## src/rtl/ifetch_unit.sv

```systemverilog
// Instruction fetch front end: issues sequential word fetches under a credit
// limit, buffers in-order responses in a small FIFO and hands them to decode.
// A redirect flushes the FIFO and discards responses still in flight.
module ifetch_unit #(
  parameter logic [31:0] RESET_PC = 32'h0000_0000,
  parameter int          DEPTH    = 2
) (
  input  logic        clk,
  input  logic        reset,
  output logic        imem_req_valid,
  input  logic        imem_req_ready,
  output logic [31:0] imem_addr,
  input  logic        imem_rsp_valid,
  input  logic [31:0] imem_rsp_data,
  input  logic        redirect_valid,
  input  logic [31:0] redirect_pc,
  output logic        instr_valid,
  input  logic        instr_ready,
  output logic [31:0] instr,
  output logic [31:0] instr_pc,
  output logic [5:0]  instr_op,
  output logic [5:0]  instr_funct
);

  localparam int CW = $clog2(DEPTH + 1);
  localparam int PW = (DEPTH > 1) ? $clog2(DEPTH) : 1;
  localparam logic [CW:0]   DEPTH_C = (CW + 1)'(DEPTH);
  localparam logic [PW-1:0] LAST_C  = PW'(DEPTH - 1);

  typedef enum logic {FETCH, DRAIN} state_t;

  state_t        state, state_next;
  logic [31:0]   fetch_pc, rsp_pc;
  logic [CW-1:0] count, outstanding, drop_cnt;
  logic [CW-1:0] count_next, outstanding_next, drop_next;
  logic [PW-1:0] head, tail;
  logic [31:0]   word_mem [DEPTH];
  logic [31:0]   pc_mem   [DEPTH];
  logic [CW:0]   credits_used;
  logic          req_fire, push, pop;

  function automatic logic [PW-1:0] ptr_inc(input logic [PW-1:0] p);
    if (p == LAST_C) return '0;
    return p + PW'(1);
  endfunction

  // Both buffered words and requests still in flight consume a credit, so a
  // response always finds a free slot.
  assign credits_used   = {1'b0, count} + {1'b0, outstanding};
  assign imem_req_valid = !reset && !redirect_valid && (credits_used < DEPTH_C);
  assign imem_addr      = fetch_pc;
  assign req_fire       = imem_req_valid && imem_req_ready;

  // Responses are kept only once all stale ones from before a redirect are gone.
  assign push        = imem_rsp_valid && !redirect_valid && (state == FETCH);
  assign instr_valid = !reset && !redirect_valid && (count != '0);
  assign pop         = instr_valid && instr_ready;

  assign instr       = word_mem[head];
  assign instr_pc    = pc_mem[head];
  assign instr_op    = instr[31:26];
  assign instr_funct = instr[5:0];

  // Next-state for the counters and the FETCH/DRAIN machine; redirect wins.
  always_comb begin
    count_next       = count;
    outstanding_next = outstanding;
    drop_next        = drop_cnt;
    state_next       = state;
    if (redirect_valid) begin
      count_next       = '0;
      outstanding_next = outstanding - CW'(imem_rsp_valid);
      drop_next        = outstanding - CW'(imem_rsp_valid);
      state_next       = (drop_next != '0) ? DRAIN : FETCH;
    end else begin
      outstanding_next = outstanding + CW'(req_fire) - CW'(imem_rsp_valid);
      count_next       = count + CW'(push) - CW'(pop);
      if (imem_rsp_valid && (drop_cnt != '0)) begin
        drop_next = drop_cnt - CW'(1);
      end
      if ((state == DRAIN) && (drop_next == '0)) begin
        state_next = FETCH;
      end
    end
  end

  // Control state: PCs, counters, FIFO pointers and the FSM register.
  always_ff @(posedge clk) begin
    if (reset) begin
      state       <= FETCH;
      fetch_pc    <= RESET_PC;
      rsp_pc      <= RESET_PC;
      count       <= '0;
      outstanding <= '0;
      drop_cnt    <= '0;
      head        <= '0;
      tail        <= '0;
    end else begin
      state       <= state_next;
      count       <= count_next;
      outstanding <= outstanding_next;
      drop_cnt    <= drop_next;
      if (redirect_valid) begin
        fetch_pc <= redirect_pc;
        rsp_pc   <= redirect_pc;
        head     <= '0;
        tail     <= '0;
      end else begin
        if (req_fire) begin
          fetch_pc <= fetch_pc + 32'd4;
        end
        if (push) begin
          rsp_pc <= rsp_pc + 32'd4;
          tail   <= ptr_inc(tail);
        end
        if (pop) begin
          head <= ptr_inc(head);
        end
      end
    end
  end

  // FIFO storage holds each kept word alongside the PC it was fetched from.
  always_ff @(posedge clk) begin
    if (push && !reset) begin
      word_mem[tail] <= imem_rsp_data;
      pc_mem[tail]   <= rsp_pc;
    end
  end

endmodule

```

## config.mk

```make
export PLATFORM = sky130hd
export DESIGN_NAME = ifetch_unit
export DESIGN_NICKNAME = d
export VERILOG_FILES = /design/src/rtl/ifetch_unit.sv
export SDC_FILE = /design/constraint.sdc
export NUM_CORES = 1
export LEC_CHECK = 0
export CAP_MARGIN = 20
export CORE_UTILIZATION = 55
export CTS_CLUSTER_SIZE = 24
export DETAILED_ROUTE_END_ITERATION = 16
export GPL_TIMING_DRIVEN = 0
export PLACE_DENSITY = 0.85
export SYNTH_ARGS = -nofsm -noshare
export SYNTH_HDL_FRONTEND = slang
export SYNTH_SLANG_ARGS = --single-unit
```

## constraint.sdc

```tcl
create_clock -name clk -period 11.6 [get_ports clk]
set_input_delay 2.32 -clock clk [delete_from_list [all_inputs] [get_ports clk]]
set_output_delay 2.32 -clock clk [all_outputs]
set_load 0.05 [all_outputs]
```

==> metrics.md, run 1 <==
| Metric | Value |
|---|---|
| Critical path fanouts, max | 10 |
| Hold buffer count at cts | 0 |
| Area share of the largest cell type after synthesis | 0.4303 |
| DRC Markers | 0 |
| Fraction of layout instances using a drive strength above 1 | 0.1282 |
| Largest delay contributor family on the critical path | buffers and inverters |
| Final HPWL from detailed placement | ~16 mm |
| Syn avg cell area | approximately 12 sq um |
| Post-Place Cell Area | around 11000 sq um |
| RSZ-0062 raised after global routing | no |
| Yosys reg bits | slightly above 200 |
| Type of element launching the critical path | primary input |
| Unique masters post-synth | 56 |
| Bufs on Longest Clock Path | 3 |
| Average routed wire per standard cell | about 20 um |
| Count of input and output buffers | about 180 |
| Starting density of the core | 0.5623 |
| Via Count | 7046 |
| Clk network pwr share | 0.386 |
| Cell repeated most along the worst path | sky130_fd_sc_hd__clkdlybuf4s50_1 |
| Slowest-stage cell, CP | sky130_fd_sc_hd__clkdlybuf4s50_1 |
| Die area | between 15000 and 20000 sq um |
| Fin Setup TNS | 0 ns |
| Number of primary I/O pins | 180 |
| Post-route fraction of the period consumed by the critical path | 0.6615 |
| Clock latency of the later-clocked register in the worst-skew pair | roughly 0.50 ns |
| Vertical die dimension | ~130 um |
| Pleak | ~0.0039 uW |
| Proportion of synthesized chip area in sequential cells | 0.5962 |
| H-tree lvl count | 1 |
| Post-CTS Setup Inserts | 0 |
| Maxcap violations | 0 |
| Maximum frequency from static timing analysis | between 0.1 and 0.15 GHz |
| Number of clock buffers inserted by TritonCTS | 21 |
| DR vias/cell | about 6.0 |
| Number of nets still failing antenna checks after routing | 0 |
| Chip width | 129.4 um |
| Power per cell area | ~140 nW/um^2 |
| Run status | finished, final reports clean |
| Data required, critical path | between 9 and 10 ns |
| Sum of routed wire length over all layers | about 23 mm |
| Async S/R FF share, synth | 0 |
| Number of warnings printed during yosys synthesis | 0 |
| RePlAce Congestion | 0.9642 |
| Slew of the pin with the lowest slew margin | 1.117 ns |
| Number of detailed-routing iterations run before antenna repair | 5 |
| Via count of the first global-routing pass | between 6000 and 7000 |
| Pin count of the biggest net entering global routing | 65 |
| Wire length of the first global-routing pass | ~35 mm |
| Normalized max-slew margin | 0.2452 |
| Number of max-slew violations in the final report | 0 |
| Delay contributed by the slowest stage of the critical path | roughly 0.84 ns |
| Number of resized instances in the post-cts repair step | 0 |
| Combined global-route utilization of all metal layers | 0.2775 |
| Number of nets at the end of the flow | 1016 |
| Number of antenna violations at the first check in global routing | 0 |
| Main flop type after synthesis | sky130_fd_sc_hd__edfxtp_1 |
| Post-CTS clock slew at the launch and capture registers of the worst setup and hold paths | ~0.060 ns |
| Synthesized Nets | between 800 and 900 |
| CTS tree | done |
| Number of DRC violations after detailed-routing iteration 0 | roughly 740 |
| Grt ovf | 0 |
| Setup-violating endpoint count in the final report | 0 |
| Final number of hold-violating endpoints | 0 |
| Min-Delay Path Class | flop to flop |
| Crit path capture type | output pin |
| Area of the core | approximately 16000 sq um |
| Layout area overhead | 31.22% |
| Largest area contributor in the netlist | sky130_fd_sc_hd__edfxtp_1 |
| Post-route non-filler standard cell count | approximately 1200 |
| Instance count of the mapped netlist | 732 |
| Number of inserted diodes | 0 |
| Worst path cell trace | clkdlybuf4s50_1 > inv_1 > clkbuf_1 > buf_1 > nand2_1 > nor3_1 > clkdlybuf4s50_1 |
| Cell Int Power | between 1000 and 1500 uW |
| Post-Route Skew | 0.01306 ns |
| Flop pwr share | 0.486 |
| Share of power burned in combinational logic | 0.128 |
| Category of the critical setup timing path | primary input to output pin |
| Fin area | 11720 sq um |
| Most frequent cell after synthesis | sky130_fd_sc_hd__edfxtp_1 |
| Critical path data arrival time | ~5.4 ns |
| Leading cell types by total area after synthesis | sky130_fd_sc_hd__edfxtp_1 43%, sky130_fd_sc_hd__dfxtp_1 17%, sky130_fd_sc_hd__mux2_2 8.1% |
| Maximum vdd drop | roughly 0.11 mV |
| CTS sink cnt | approximately 200 |
| Total standard cell area after synthesis | slightly below 9000 sq um |
| Clk root buf | sky130_fd_sc_hd__clkbuf_16 |
| Row count | 46 |
| Minimum clock period | 7.674 ns |
| Most frequent cells after synthesis | 128 x sky130_fd_sc_hd__edfxtp_1, 74 x sky130_fd_sc_hd__dfxtp_1, 64 x sky130_fd_sc_hd__mux2_2 |
| Count of flip-flops with a built-in enable after synthesis | between 100 and 150 |
| Fraction of power spent switching nets | 0.2532 |
| Buffer and inverter count on the worst path | 5 |
| Placed cell count | about 1100 |
| Total power consumption of the routed design | approximately 1700 uW |
| Power dissipated by switching net loads | about 430 uW |
## layer usage
layer  track usage  up-vias  wire length, um
li1              -     3229                -
met1        0.3728     3328             9529
met2        0.4522      423            10810
met3       0.05409       66             2283
met4       0.09576        0              694
met5             0        -                0
## worst reg2reg max path: cells and delay by family (launching register included)
| family | cells | cell delay [ns] |
|---|---|---|
| buffers and inverters | 1 | 0.04 |
| DFF | 1 | 0.32 |
| xor gates and xnor gates | 2 | 0.26 |
| and+or+nand+nor | 4 | 1.10 |
| adders and majority gates | 3 | 1.04 |
| AOI/OAI and AO/OA | 1 | 0.19 |
## worst paths after layout
check	start	slack, ns	depth (start not counted)	end
setup / recovery	redirect_valid	3.93	7	imem_req_valid
hold / removal	rsp_pc[1]	0.45	0	pc_mem[1][1]
setup reg to reg	count[0]	8.51	11	outstanding[1]
hold reg to reg	rsp_pc[1]	0.45	0	pc_mem[1][1]
## power groups by stage
| stage | clock (uW) | combinational (uW) | sequential, uW |
|---|---|---|---|
| CTS | 662 | 216 | 822 |
| global placement | 0 | 209 | 837 |
| finish | 655 | 217 | 824 |
| detailed placement | 0 | 215 | 837 |
| global route | 690 | 230 | 827 |
| floorplan | 0 | 105 | 855 |
## stage by stage
stage / hold WS, ns / setup slack, ns / util
after detailed placement: 0.4472 / 3.928 / 0.6957
after global routing: 0.4695 / 3.794 / 0.7379
after global placement: 0.4372 / 3.290 / 0.6921
after CTS: 0.4613 / 3.917 / 0.7376
final: 0.4542 / 3.926 / 0.7379
after floorplan: 0.4254 / 5.111 / -
## registers in the layout, summed over array words and instances, names as in the netlist, named ones only
signal	count
count	2
state	1
tail	1
outstanding	2
drop_cnt	2
head	1
rsp_pc	32
imem_addr	32
pc_mem	64
word_mem	64
## area by class of cell
type,instances,area (sq um)
clock inverter,8,95.09
fill,1116,4164
timing repair buffer,182,1844
clock buffer,30,569.3
buffer,49,234.0
sequential,202,5325
inverter,12,45.04
tap,216,270.3
multi-input combinational,469,3338
## cell families (layout without fill, tap and decap cells)
logic type                 count (synthesis)  count (layout)  synth area share
AOI/OAI and AO/OA                        122             122           0.09707
buffers and inverters                     61             281           0.03124
DFF                                      202             202            0.5962
muxes                                     64              64           0.08068
and+or+nand+nor                          248             248            0.1559
xor gates and xnor gates                  26              26           0.02549
adders and majority gates                  9               9           0.01345
## cells in the final DEF, fill, tap and decap left out, types with 8 or more instances in the layout
cell type / instances
sky130_fd_sc_hd__and4_1: 13
sky130_fd_sc_hd__nor2_1: 27
sky130_fd_sc_hd__inv_1: 11
sky130_fd_sc_hd__a21boi_0: 14
sky130_fd_sc_hd__clkdlybuf4s50_1: 179
sky130_fd_sc_hd__a31oi_1: 16
sky130_fd_sc_hd__xor2_1: 13
sky130_fd_sc_hd__o21a_1: 11
sky130_fd_sc_hd__nand3_1: 18
sky130_fd_sc_hd__o21ai_0: 19
sky130_fd_sc_hd__buf_4: 12
sky130_fd_sc_hd__xnor2_1: 13
sky130_fd_sc_hd__nand4_1: 31
sky130_fd_sc_hd__nor4_1: 15
sky130_fd_sc_hd__nor3_1: 13
sky130_fd_sc_hd__or4_1: 15
sky130_fd_sc_hd__clkbuf_16: 21
sky130_fd_sc_hd__clkbuf_1: 40
sky130_fd_sc_hd__a21oi_1: 12
sky130_fd_sc_hd__mux2_2: 64
sky130_fd_sc_hd__nand2_1: 56
sky130_fd_sc_hd__ha_1: 8
sky130_fd_sc_hd__nor2b_1: 8
sky130_fd_sc_hd__and3_1: 12
sky130_fd_sc_hd__edfxtp_1: 128
sky130_fd_sc_hd__dfxtp_1: 74
sky130_fd_sc_hd__or3_1: 10
No activity file was read; power rests on OpenSTA's default activity.
==> inputs of run 2 (changes only) <==
--- a/config.mk
+++ b/config.mk
@@ -6,11 +6,11 @@
 export NUM_CORES = 1
 export LEC_CHECK = 0
 export CAP_MARGIN = 20
-export CORE_UTILIZATION = 55
+export CORE_UTILIZATION = 52
 export CTS_CLUSTER_SIZE = 24
 export DETAILED_ROUTE_END_ITERATION = 16
 export GPL_TIMING_DRIVEN = 0
-export PLACE_DENSITY = 0.85
+export PLACE_DENSITY = 0.81
 export SYNTH_ARGS = -nofsm -noshare
 export SYNTH_HDL_FRONTEND = slang
 export SYNTH_SLANG_ARGS = --single-unit
==> constraint.sdc (replaced) <==
create_clock -name clk -period 8 [get_ports clk]
set_input_delay 1.6 -clock clk [delete_from_list [all_inputs] [get_ports clk]]
set_output_delay 1.6 -clock clk [all_outputs]
set_load 0.05 [all_outputs]
==> run 2 against run 1 <==
Non-clock buffer count is the same; largest cell class unchanged; die area grew 5.7%; critical path type unchanged; routed wire length shrank 3.6%.
==> metrics.md, run 2 (synthesis results as in run 1) <==
| Metric | Value |
|---|---|
| Pin count of the biggest net entering global routing | 65 (unchanged) |
| R2R depth | 11 (unchanged) |
| Post-Place Cell Area | 11060 sq um (about the same) |
| Slowest-stage cell, CP | sky130_fd_sc_hd__clkdlybuf4s50_1 |
| H-tree lvl count | 1 (unchanged) |
| Layout area overhead | 31.14% (about the same) |
| Worst R2R Setup Slack | 4.83 ns (-3.68 ns) |
| Number of DRC violations after detailed-routing iteration 0 | 511 (-31%) |
| Fraction of layout instances using a drive strength above 1 | 0.1262 (-0.001968) |
| Vertical die dimension | 133.1 um (+2.8%) |
| Regs by FF count | pc_mem: 64 flops, word_mem: 64 flops |
| Clk network pwr share | 0.382 (-0.004) |
| Cell Int Power | 1832 uW (+45%) |
| WHS Path Cells | 0 (unchanged) |
| Crit path capture type | output pin |
| Clock latency of the later-clocked register in the worst-skew pair | 0.49 ns (about the same) |
| Slew of the pin with the lowest slew margin | 1.049 ns (-0.06776 ns) |
| Reg-to-Reg Start | count[0] |
| Bufs on Longest Clock Path | 3 (unchanged) |
| Post-route fraction of the period consumed by the critical path | 0.7753 |
| Number of nets still failing antenna checks after routing | 0 (unchanged) |
| Pleak | 0.003906 uW (about the same) |
| Flop pwr share | 0.489 (+0.003) |
| DR vias/cell | 5.963 (-1.1%) |
| Count of filler cells inserted in the layout | 1217 (+9.1%) |
| Number of antenna violations at the first check in global routing | 0 (unchanged) |
| Number of primary I/O pins | 180 (unchanged) |
| Minimum clock period | 6.202 ns |
| Most common library cell in the layout ignoring fill and taps | sky130_fd_sc_hd__clkdlybuf4s50_1 |
| Post-Route Skew | 0.01514 ns (+0.002087 ns) |
| Setup-violating endpoint count in the final report | 0 (unchanged) |
| Final HPWL from detailed placement | 15.80 mm (-2.2%) |
| RSZ-0062 raised after global routing | no |
| CTS tree | done |
| Number of clock buffers inserted by TritonCTS | 21 (unchanged) |
| Count of input and output buffers | 179 (unchanged) |
| Power per cell area | 208.5 nW/um^2 (+44%) |
| Maxcap violations | 0 (unchanged) |
| Most frequent cells in the layout | 179 x sky130_fd_sc_hd__clkdlybuf4s50_1, 128 x sky130_fd_sc_hd__edfxtp_1, 74 x sky130_fd_sc_hd__dfxtp_1 |
| Post-route non-filler standard cell count | 1171 (+0.26%) |
| Clk root buf | sky130_fd_sc_hd__clkbuf_16 |
| Final number of hold-violating endpoints | 0 (unchanged) |
| Number of nets at the end of the flow | 1016 (unchanged) |
| Data required, critical path | 6.40 ns (-2.88 ns) |
| Fraction of power spent switching nets | 0.2499 (-0.003233) |
| Maximum frequency from static timing analysis | about 0.16 GHz |
| Row count | 47 (+2.2%) |
| Fin Setup TNS | 0 ns (unchanged) |
| Fin area | 11710 sq um (about the same) |
| Worst slack on hold paths | 0.4486 ns (-0.005583 ns) |
| Chip width | 133.1 um (+2.8%) |
| Post-CTS clock slew at the launch and capture registers of the worst setup and hold paths | 0.05 ns (about the same) |
| Critical path data arrival time | 4.60 ns (-0.75 ns) |
| Via Count | 6983 (-0.89%) |
| CTS sink cnt | 202 (unchanged) |
| Die area | 17710 sq um (+5.7%) |
| Number of detailed-routing iterations run before antenna repair | 5 (unchanged) |
| Critical path fanouts, max | 10 (unchanged) |
| Power dissipated by switching net loads | 610.4 uW (+42%) |
| Worst Hold End | pc_mem[1][1] |
| Delay contributed by the slowest stage of the critical path | 0.84 ns (about the same) |
| Grt ovf | 0 (unchanged) |
| Placed cell count | 1133 (+0.35%) |
| Run status | finished, final reports clean |
| Post-CTS Setup Inserts | 0 (unchanged) |
| Number of inserted diodes | 0 (unchanged) |
| Average routed wire per standard cell | 19.19 um (-3.9%) |
| Normalized max-slew margin | 0.2910 (+0.04581) |
| Cell repeated most along the worst path | sky130_fd_sc_hd__clkdlybuf4s50_1 |
| Starting density of the core | 0.5348 (-0.02747) |
| Sum of routed wire length over all layers | 22.47 mm (-3.6%) |
| Min-Delay Path Class | flop to flop |
| Type of element launching the critical path | primary input |
| Maximum vdd drop | 0.1277 mV (+14%) |
| RePlAce Congestion | 0.9178 (-4.8%) |
| Area of the core | 16700 sq um (+5.1%) |
| Hold buffer count at cts | 0 (unchanged) |
| DRC Markers | 0 (unchanged) |
| Endpoint of the most critical register-to-register path | outstanding[1] |
| Category of the critical setup timing path | primary input to output pin |
| Via count of the first global-routing pass | 6457 (-0.51%) |
| Wire length of the first global-routing pass | 34.63 mm (-1.6%) |
| Number of max-slew violations in the final report | 0 (unchanged) |
| Hold Crit Start | rsp_pc[1] |
| Worst path cell trace | clkdlybuf4s50_1 > inv_1 > clkbuf_1 > buf_1 > nand2_1 > nor3_1 > clkdlybuf4s50_1 |
| Share of power burned in combinational logic | 0.129 (about the same) |
| Combined global-route utilization of all metal layers | 0.2512 (-0.02627) |
| Number of resized instances in the post-cts repair step | 0 (unchanged) |
[run 2: cell count changes in the layout (fill, tap and decap cells not counted), sizes merged]
cell / change
clkinv: +2
clkbuf: -1
inv: -1
clkinvlp: -1
[run 2: per-stage QoR]
step | worst slack [ns] | total power (uW) | util
2_1_floorplan | 2.509 | 1392 | -
6_report | 1.798 | 2442 | 0.7014
4_1_cts | 1.804 | 2450 | 0.7011
3_5_place_dp | 1.809 | 1524 | 0.6620
5_1_grt | 1.608 | 2513 | 0.7014
3_3_place_gp | 0.4257 | 1517 | 0.6586
[run 2: worst max path at each step]
stage	startpoint	endpoint	slack, ns	cells after the start
after floorplan	redirect_valid	pc_mem[0][0]	2.51	2
after global placement	imem_rsp_valid	word_mem[0][26]	0.43	3
after detailed placement	redirect_valid	imem_req_valid	1.81	7
after CTS	redirect_valid	imem_req_valid	1.80	7
after global routing	redirect_valid	imem_req_valid	1.61	7
final	redirect_valid	imem_req_valid	1.80	7
[run 2: cell type report]
cell class,count,area [sq um],area share
Buffer,49,234.0,0.01997
Clock buffer,29,565.5,0.04828
Clock inverter,8,86.33,0.007370
Inverter,12,45.04,0.003845
Multi-Input combinational cell,469,3338,0.2850
Sequential cell,202,5325,0.4546
Tap cell,220,275.3,0.02350
Timing Repair Buffer,182,1844,0.1574
[run 2: power by group through the flow]
stage,clock [uW],sequential (uW),combinational (uW)
CTS,945,1190,313
global placement,0,1210,304
detailed placement,0,1210,311
floorplan,0,1240,152
finish,934,1190,315
global route,982,1200,332
[run 2: per-layer routing]
| metal | GRT usage | vias to the layer above | routed length [um] |
|---|---|---|---|
| li1 | - | 3226 | - |
| met1 | 0.3501 | 3310 | 9452 |
| met2 | 0.4040 | 388 | 10210 |
| met3 | 0.04023 | 59 | 2207 |
| met4 | 0.07663 | 0 | 600 |
| met5 | 0 | - | 0 |
[run 2: worst max-delay path, delay by kind of cell]
family | cells | cell delay [ns]
buf+inv | 5 | 2.43
simple gates | 2 | 0.58
